File: config.mk
export PLATFORM = sky130hd
export DESIGN_NAME = id_stage_pipe
export DESIGN_NICKNAME = d
export VERILOG_FILES = /design/src/rtl/id_stage_pipe.sv
export SDC_FILE = /design/constraint.sdc
export NUM_CORES = 2
export LEC_CHECK = 0
export CAP_MARGIN = 20
export CORE_MARGIN = 5
export CORE_UTILIZATION = 51
export DETAILED_ROUTE_END_ITERATION = 7
export PLACE_DENSITY_LB_ADDON = 0.08
export SYNTH_ARGS = -nofsm -noshare
export SYNTH_HDL_FRONTEND = slang
export SYNTH_SLANG_ARGS = --single-unit
File: constraint.sdc
create_clock -name clk -period 3.6 [get_ports clk]
set_input_delay 0.54 -clock clk [delete_from_list [all_inputs] [get_ports clk]]
set_output_delay 0.54 -clock clk [all_outputs]
set_load 0.01 [all_outputs]
File: src/rtl/id_stage_pipe.sv
// ============================================================================
// Module   : id_stage_pipe
// Brief    : Pipelined RV32I decode stage with register file, immediate gen,
//            load-use interlock, flush and an ID/EX valid/ready output register.
//            Optional macro ID_WB_BYPASS_EN: same-cycle writeback write-through.
// Revision : 1.0 - initial release
// ============================================================================
`default_nettype none

module id_stage_pipe #(
    parameter int XLEN = 32,
    parameter int NREG = 32,
    parameter int PCW  = 32,
    parameter int CNTW = 16,
    localparam int RW  = $clog2(NREG)
) (
    input  logic            clk,
    input  logic            rst_n,
    input  logic            in_valid,
    output logic            in_ready,
    input  logic [31:0]     in_inst,
    input  logic [PCW-1:0]  in_pc,
    output logic            out_valid,
    input  logic            out_ready,
    output logic [PCW-1:0]  out_pc,
    output logic [6:0]      out_opcode,
    output logic [2:0]      out_f3,
    output logic [6:0]      out_f7,
    output logic [RW-1:0]   out_rd,
    output logic [XLEN-1:0] out_r1,
    output logic [XLEN-1:0] out_r2,
    output logic [XLEN-1:0] out_imm,
    input  logic            wb_en,
    input  logic [RW-1:0]   wb_rd,
    input  logic [XLEN-1:0] wb_data,
    input  logic            flush,
    output logic [CNTW-1:0] bubble_cnt
);

    localparam logic [6:0] OP_LOAD   = 7'b0000011;
    localparam logic [6:0] OP_IMM    = 7'b0010011;
    localparam logic [6:0] OP_JALR   = 7'b1100111;
    localparam logic [6:0] OP_SYS    = 7'b1110011;
    localparam logic [6:0] OP_STORE  = 7'b0100011;
    localparam logic [6:0] OP_BRANCH = 7'b1100011;
    localparam logic [6:0] OP_LUI    = 7'b0110111;
    localparam logic [6:0] OP_AUIPC  = 7'b0010111;
    localparam logic [6:0] OP_JAL    = 7'b1101111;

    localparam logic [0:0] ST_EMPTY = 1'b0;
    localparam logic [0:0] ST_FULL  = 1'b1;

    logic [0:0]      state_q, state_d;
    logic [XLEN-1:0] rf_q [NREG];
    logic [PCW-1:0]  pc_q;
    logic [6:0]      opcode_q;
    logic [2:0]      f3_q;
    logic [6:0]      f7_q;
    logic [RW-1:0]   rd_q;
    logic [XLEN-1:0] r1_q, r2_q, imm_q;
    logic [CNTW-1:0] cnt_q;

    logic [6:0]        w_opc;
    logic [RW-1:0]     w_rs1, w_rs2, w_rd;
    logic [XLEN-1:0]   w_r1, w_r2, w_imm;
    logic signed [31:0] w_imm32;
    logic              w_no_rs2, w_hz, w_adv, w_xfer;

    assign w_opc = in_inst[6:0];
    assign w_rs1 = in_inst[15 +: RW];
    assign w_rs2 = in_inst[20 +: RW];
    assign w_rd  = in_inst[7 +: RW];

    always_ff @(posedge clk or negedge rst_n) begin
        if (!rst_n) begin
            for (int i = 0; i < NREG; i++) begin
                rf_q[i] <= '0;
            end
        end else if (wb_en && (wb_rd != '0)) begin
            rf_q[wb_rd] <= wb_data;
        end
    end

    always_comb begin
        w_r1 = (w_rs1 == '0) ? '0 : rf_q[w_rs1];
        w_r2 = (w_rs2 == '0) ? '0 : rf_q[w_rs2];
`ifdef ID_WB_BYPASS_EN
        if (wb_en && (wb_rd != '0) && (wb_rd == w_rs1)) w_r1 = wb_data;
        if (wb_en && (wb_rd != '0) && (wb_rd == w_rs2)) w_r2 = wb_data;
`endif
    end

    always_comb begin
        case (w_opc)
            OP_LOAD, OP_IMM, OP_JALR, OP_SYS:
                w_imm32 = {{20{in_inst[31]}}, in_inst[31:20]};
            OP_STORE:
                w_imm32 = {{20{in_inst[31]}}, in_inst[31:25], in_inst[11:7]};
            OP_BRANCH:
                w_imm32 = {{19{in_inst[31]}}, in_inst[31], in_inst[7],
                           in_inst[30:25], in_inst[11:8], 1'b0};
            OP_LUI, OP_AUIPC:
                w_imm32 = {in_inst[31:12], 12'b0};
            OP_JAL:
                w_imm32 = {{11{in_inst[31]}}, in_inst[31], in_inst[19:12],
                           in_inst[20], in_inst[30:21], 1'b0};
            default:
                w_imm32 = '0;
        endcase
    end

    // Size cast of a signed operand sign-extends for XLEN=64
    assign w_imm = XLEN'(w_imm32);

    // I/U/J formats carry no rs2 field, so bits [24:20] must not cause a stall
    assign w_no_rs2 = (w_opc == OP_LOAD) || (w_opc == OP_IMM) || (w_opc == OP_JALR) ||
                      (w_opc == OP_SYS)  || (w_opc == OP_LUI) || (w_opc == OP_AUIPC) ||
                      (w_opc == OP_JAL);

    assign w_hz = (state_q == ST_FULL) && (opcode_q == OP_LOAD) && (rd_q != '0) &&
                  in_valid && ((w_rs1 == rd_q) || ((w_rs2 == rd_q) && !w_no_rs2));

    assign w_adv  = (state_q == ST_EMPTY) || out_ready;
    assign w_xfer = in_valid && in_ready;

    always_ff @(posedge clk or negedge rst_n) begin
        if (!rst_n) begin
            state_q <= ST_EMPTY;
        end else begin
            state_q <= state_d;
        end
    end

    always_comb begin
        state_d = state_q;
        if (flush) begin
            state_d = ST_EMPTY;
        end else if (w_adv) begin
            state_d = w_xfer ? ST_FULL : ST_EMPTY;
        end
    end

    always_comb begin
        out_valid = (state_q == ST_FULL);
        in_ready  = w_adv && !w_hz && !flush;
    end

    always_ff @(posedge clk or negedge rst_n) begin
        if (!rst_n) begin
            pc_q     <= '0;
            opcode_q <= '0;
            f3_q     <= '0;
            f7_q     <= '0;
            rd_q     <= '0;
            r1_q     <= '0;
            r2_q     <= '0;
            imm_q    <= '0;
        end else if (w_xfer) begin
            pc_q     <= in_pc;
            opcode_q <= w_opc;
            f3_q     <= in_inst[14:12];
            f7_q     <= in_inst[31:25];
            rd_q     <= w_rd;
            r1_q     <= w_r1;
            r2_q     <= w_r2;
            imm_q    <= w_imm;
        end
    end

    // A flush in the same cycle as a hazard suppresses the bubble count
    always_ff @(posedge clk or negedge rst_n) begin
        if (!rst_n) begin
            cnt_q <= '0;
        end else if (!flush && w_adv && w_hz && (cnt_q != '1)) begin
            cnt_q <= cnt_q + 1'b1;
        end
    end

    assign out_pc     = pc_q;
    assign out_opcode = opcode_q;
    assign out_f3     = f3_q;
    assign out_f7     = f7_q;
    assign out_rd     = rd_q;
    assign out_r1     = r1_q;
    assign out_r2     = r2_q;
    assign out_imm    = imm_q;
    assign bubble_cnt = cnt_q;

endmodule

`default_nettype wire

==> results.sh <==
export IMPL_r2r_cells=8
export IMPL_synth_edf_count=0
export IMPL_worstPathArrival_ps=2930
export IMPL_crit_path_max_incr_delay_ps=570
export IMPL_power_density_nw_per_um2=561.3
export IMPL_rsz0062_at_grt="no"
export IMPL_cts_root_buf="clkbuf_16"
export IMPL_ys_flop_type="dfrtp_1"
export IMPL_syn_inst=4053
export IMPL_num_rows=126
export IMPL_cap_violations=0
export IMPL_whs_ps=308.4
export IMPL_hold_path_depth=3
export IMPL_clock_path_buffers=3
export IMPL_track_usage_pct=30.72
export IMPL_timing_fmax_ghz=0.2878
export IMPL_slowest_stage="or4_4"
export IMPL_drt_iter0_markers=3492
export IMPL_async_reset_ff_share_pct=100.0
export IMPL_setup_tns_final_ps=0
export IMPL_crit_type="register to output pin"
export IMPL_boundaryPins=275
export IMPL_status="finished, final reports clean"
export IMPL_grt_pass1_wl_um=285600
export IMPL_via_per_inst=6.666
export IMPL_yosys_area_top_type="dfrtp_1"
export IMPL_synthMostInstantiatedCell="dfrtp_1"
export IMPL_core_um2=118100
export IMPL_clock_latency_ps=750
export IMPL_area_delta_synth_final_pct=17.07
export IMPL_tightest_slew_ps=1179
export IMPL_hp_class="input port to register"
export IMPL_grt_ovfl_total=0
export IMPL_fin_util_pct=60.05
export IMPL_ys_types=52
export IMPL_synth_avg_cell_area_um2=14.95
export IMPL_post_route_drc_count=0
export IMPL_pre_cts_ws_ps=303.4
export IMPL_path_clk_slew_ps=60
export IMPL_start_util_pct=51.30
export IMPL_synth_commonest_cells="1191 x dfrtp_1, 1084 x mux2_2, 476 x mux4_2"
export IMPL_setup_viol=0
export IMPL_ys_top_cells_by_area="dfrtp_1 49%, mux2_2 20%, mux4_2 18%"
export IMPL_cp_cell_sequence="or4_4 -> nor2_4 -> nor3_1 -> a32oi_4 -> and2_1 -> clkdlybuf4s50_1"
export IMPL_synth_nets=4161
export IMPL_portBuffers=274
export IMPL_vias=39220
export IMPL_clock_sinks=1191
export IMPL_grt_max_degree=110
export IMPL_yosysWarnings=0
export IMPL_cts_made_buffers=135
export IMPL_synth_top_cell_area_share_pct=49.20
export IMPL_fill_cells=9210
export IMPL_antenna_found_initial=6
export IMPL_ant_nets=0
export IMPL_synth_yosys_seq_area_share_pct=49.20
export IMPL_timing_final_ws_setup_ps=125.9
export IMPL_cts_tree="done"
export IMPL_die_area_um2=125800
export IMPL_worstPathRequired_ps=3060
export IMPL_gp_congestion=0.8190
export IMPL_crit_path_end_kind="output pin"
export IMPL_power_mw=39.81
export IMPL_wl_per_cell_um=32.87
export IMPL_final_max_slew_viol_count=0
export IMPL_drive_gt1_share_pct=47.37
export IMPL_vdd_ir_drop_max_mv=0.4642
export IMPL_dp_hpwl_um=114500
export IMPL_cts_htree_levels=4
export IMPL_path_max_fanout=5
export IMPL_syn_area_um2=60570
export IMPL_wl_um=193400
export IMPL_final_min_clock_period_ps=3474
export IMPL_first_pass_iters=7
export IMPL_nNetsFinal=4350
export IMPL_grt_pass1_vias=39850
export IMPL_period_share_pct=96.50
export IMPL_fin_skew_ps=21.71
export IMPL_slew_headroom_pct=21.22
export IMPL_hold_viol=0
export IMPL_ys_ff_latch=1191
export IMPL_die_h_um=354.6
export IMPL_cp_start_kind="register"
export IMPL_die_x_um=354.6
export IMPL_p_leak_nw=30.66
[layout make-up]
| type | count | area, µm² | area share [%] |
|---|---|---|---|
| flip-flops and latches | 1191 | 29800 | 42.03 |
| multi-input cells | 2393 | 29100 | 41.04 |
| repair buffers | 489 | 5444 | 7.677 |
| clock buffers | 207 | 4199 | 5.921 |
| well taps | 1536 | 1922 | 2.710 |
| clock inverters | 30 | 304.0 | 0.4288 |
| inverters | 32 | 120.1 | 0.1694 |
| diodes | 6 | 15.01 | 0.02117 |
[per-layer routing]
| metal | share of wire, % | up-vias | routed length, µm | track usage (%) |
|---|---|---|---|---|
| li1 | - | 15910 | - | - |
| met1 | 44 | 21420 | 84580 | 45.40 |
| met2 | 46 | 1569 | 89480 | 47.51 |
| met3 | 7.1 | 325 | 13740 | 5.390 |
| met4 | 2.9 | 0 | 5606 | 8.336 |
| met5 | 0 | - | 0 | 0 |
[power breakdown]
| group | switching [mW] | internal [mW] | total [mW] |
|---|---|---|---|
| logic | 3.07 | 4.95 | 8.02 |
| clock network | 5.60 | 8.42 | 14.0 |
| registers | 1.87 | 15.9 | 17.8 |
| total | 10.5 | 29.3 | 39.8 |
[registers in the layout, indices dropped and copies added, names as in the netlist, 5 cells and up]
register,count
bubble_cnt,16
out_pc,32
out_r2,32
out_imm,32
out_f7,7
out_r1,32
out_opcode,7
rf_q,1024
out_rd,5
[placed cells by master (no fill, tap or decap), types with 5 or more instances in the layout]
cell	instances
a221oi_1	25
xor2_1	19
o21ai_0	54
bufinv_16	6
a22o_1	53
mux4_2	476
nor2_1	28
inv_1	31
buf_16	5
a22oi_1	184
nand2_2	15
nor3b_1	5
buf_4	132
nand3b_1	5
clkinv_2	23
nand2_1	121
mux2i_1	93
nor3_1	11
clkbuf_8	38
dfrtp_1	1190
clkbuf_16	145
nor4_1	6
mux2_2	1084
clkdlybuf4s50_1	264
diode_2	6
o211ai_1	12
a211oi_1	5
nand4_1	5
clkbuf_1	26
a21oi_1	34
nand3_1	12
nor2_4	21
buf_12	76
xnor2_1	6
mux2_1	74
or2_2	6
[stage by stage]
stage | instances | area (µm²)
final | 5884 | 70910
after global routing | 5879 | 70900
after global placement | 5632 | 66160
after detailed placement | 5633 | 66170
after CTS | 5871 | 70690
after floorplan | 4053 | 60570
[repair_timing]
| item | CTS | global route |
|---|---|---|
| endpoints found under the setup margin | 0 | 1 |
| hold buffers | 1 | 0 |
| hold endpoints to repair | 75 | 0 |
| buffers inserted | 0 | 0 |
| resized for setup | 0 | 5 |
[cells by family after synthesis]
kind of cell    share of synthesized area [%]
compound gates                          4.476
buf+inv                                 3.183
simple gates                            1.993
flops                                   49.20
xor+xnor                               0.3615
fa+ha+maj                             0.02065
mux                                     40.76
[critical path: cells and delay by family (launching register included)]
family / cells / cell delay, ps
compound gates: 1 / 240
buf+inv: 1 / 530
flops: 1 / 450
simple gates: 4 / 980
[final timing paths]
path,startpoint,end,slack (ps)
max in group asynchronous,rst_n,rf_q[719]$_DFFE_PN0P_,2140
hold / removal,in_inst[17],out_imm[17]$_DFFE_PN0P_,310
hold reg to reg,rf_q[1001]$_DFFE_PN0P_,rf_q[1001]$_DFFE_PN0P_,370
min in group asynchronous,rst_n,out_pc[10]$_DFFE_PN0P_,390
setup / recovery,out_rd[1]$_DFFE_PN0P_,in_ready,130
setup reg to reg,out_rd[1]$_DFFE_PN0P_,out_f7[3]$_DFFE_PN0P_,910
(Power assumes the default switching activity.)
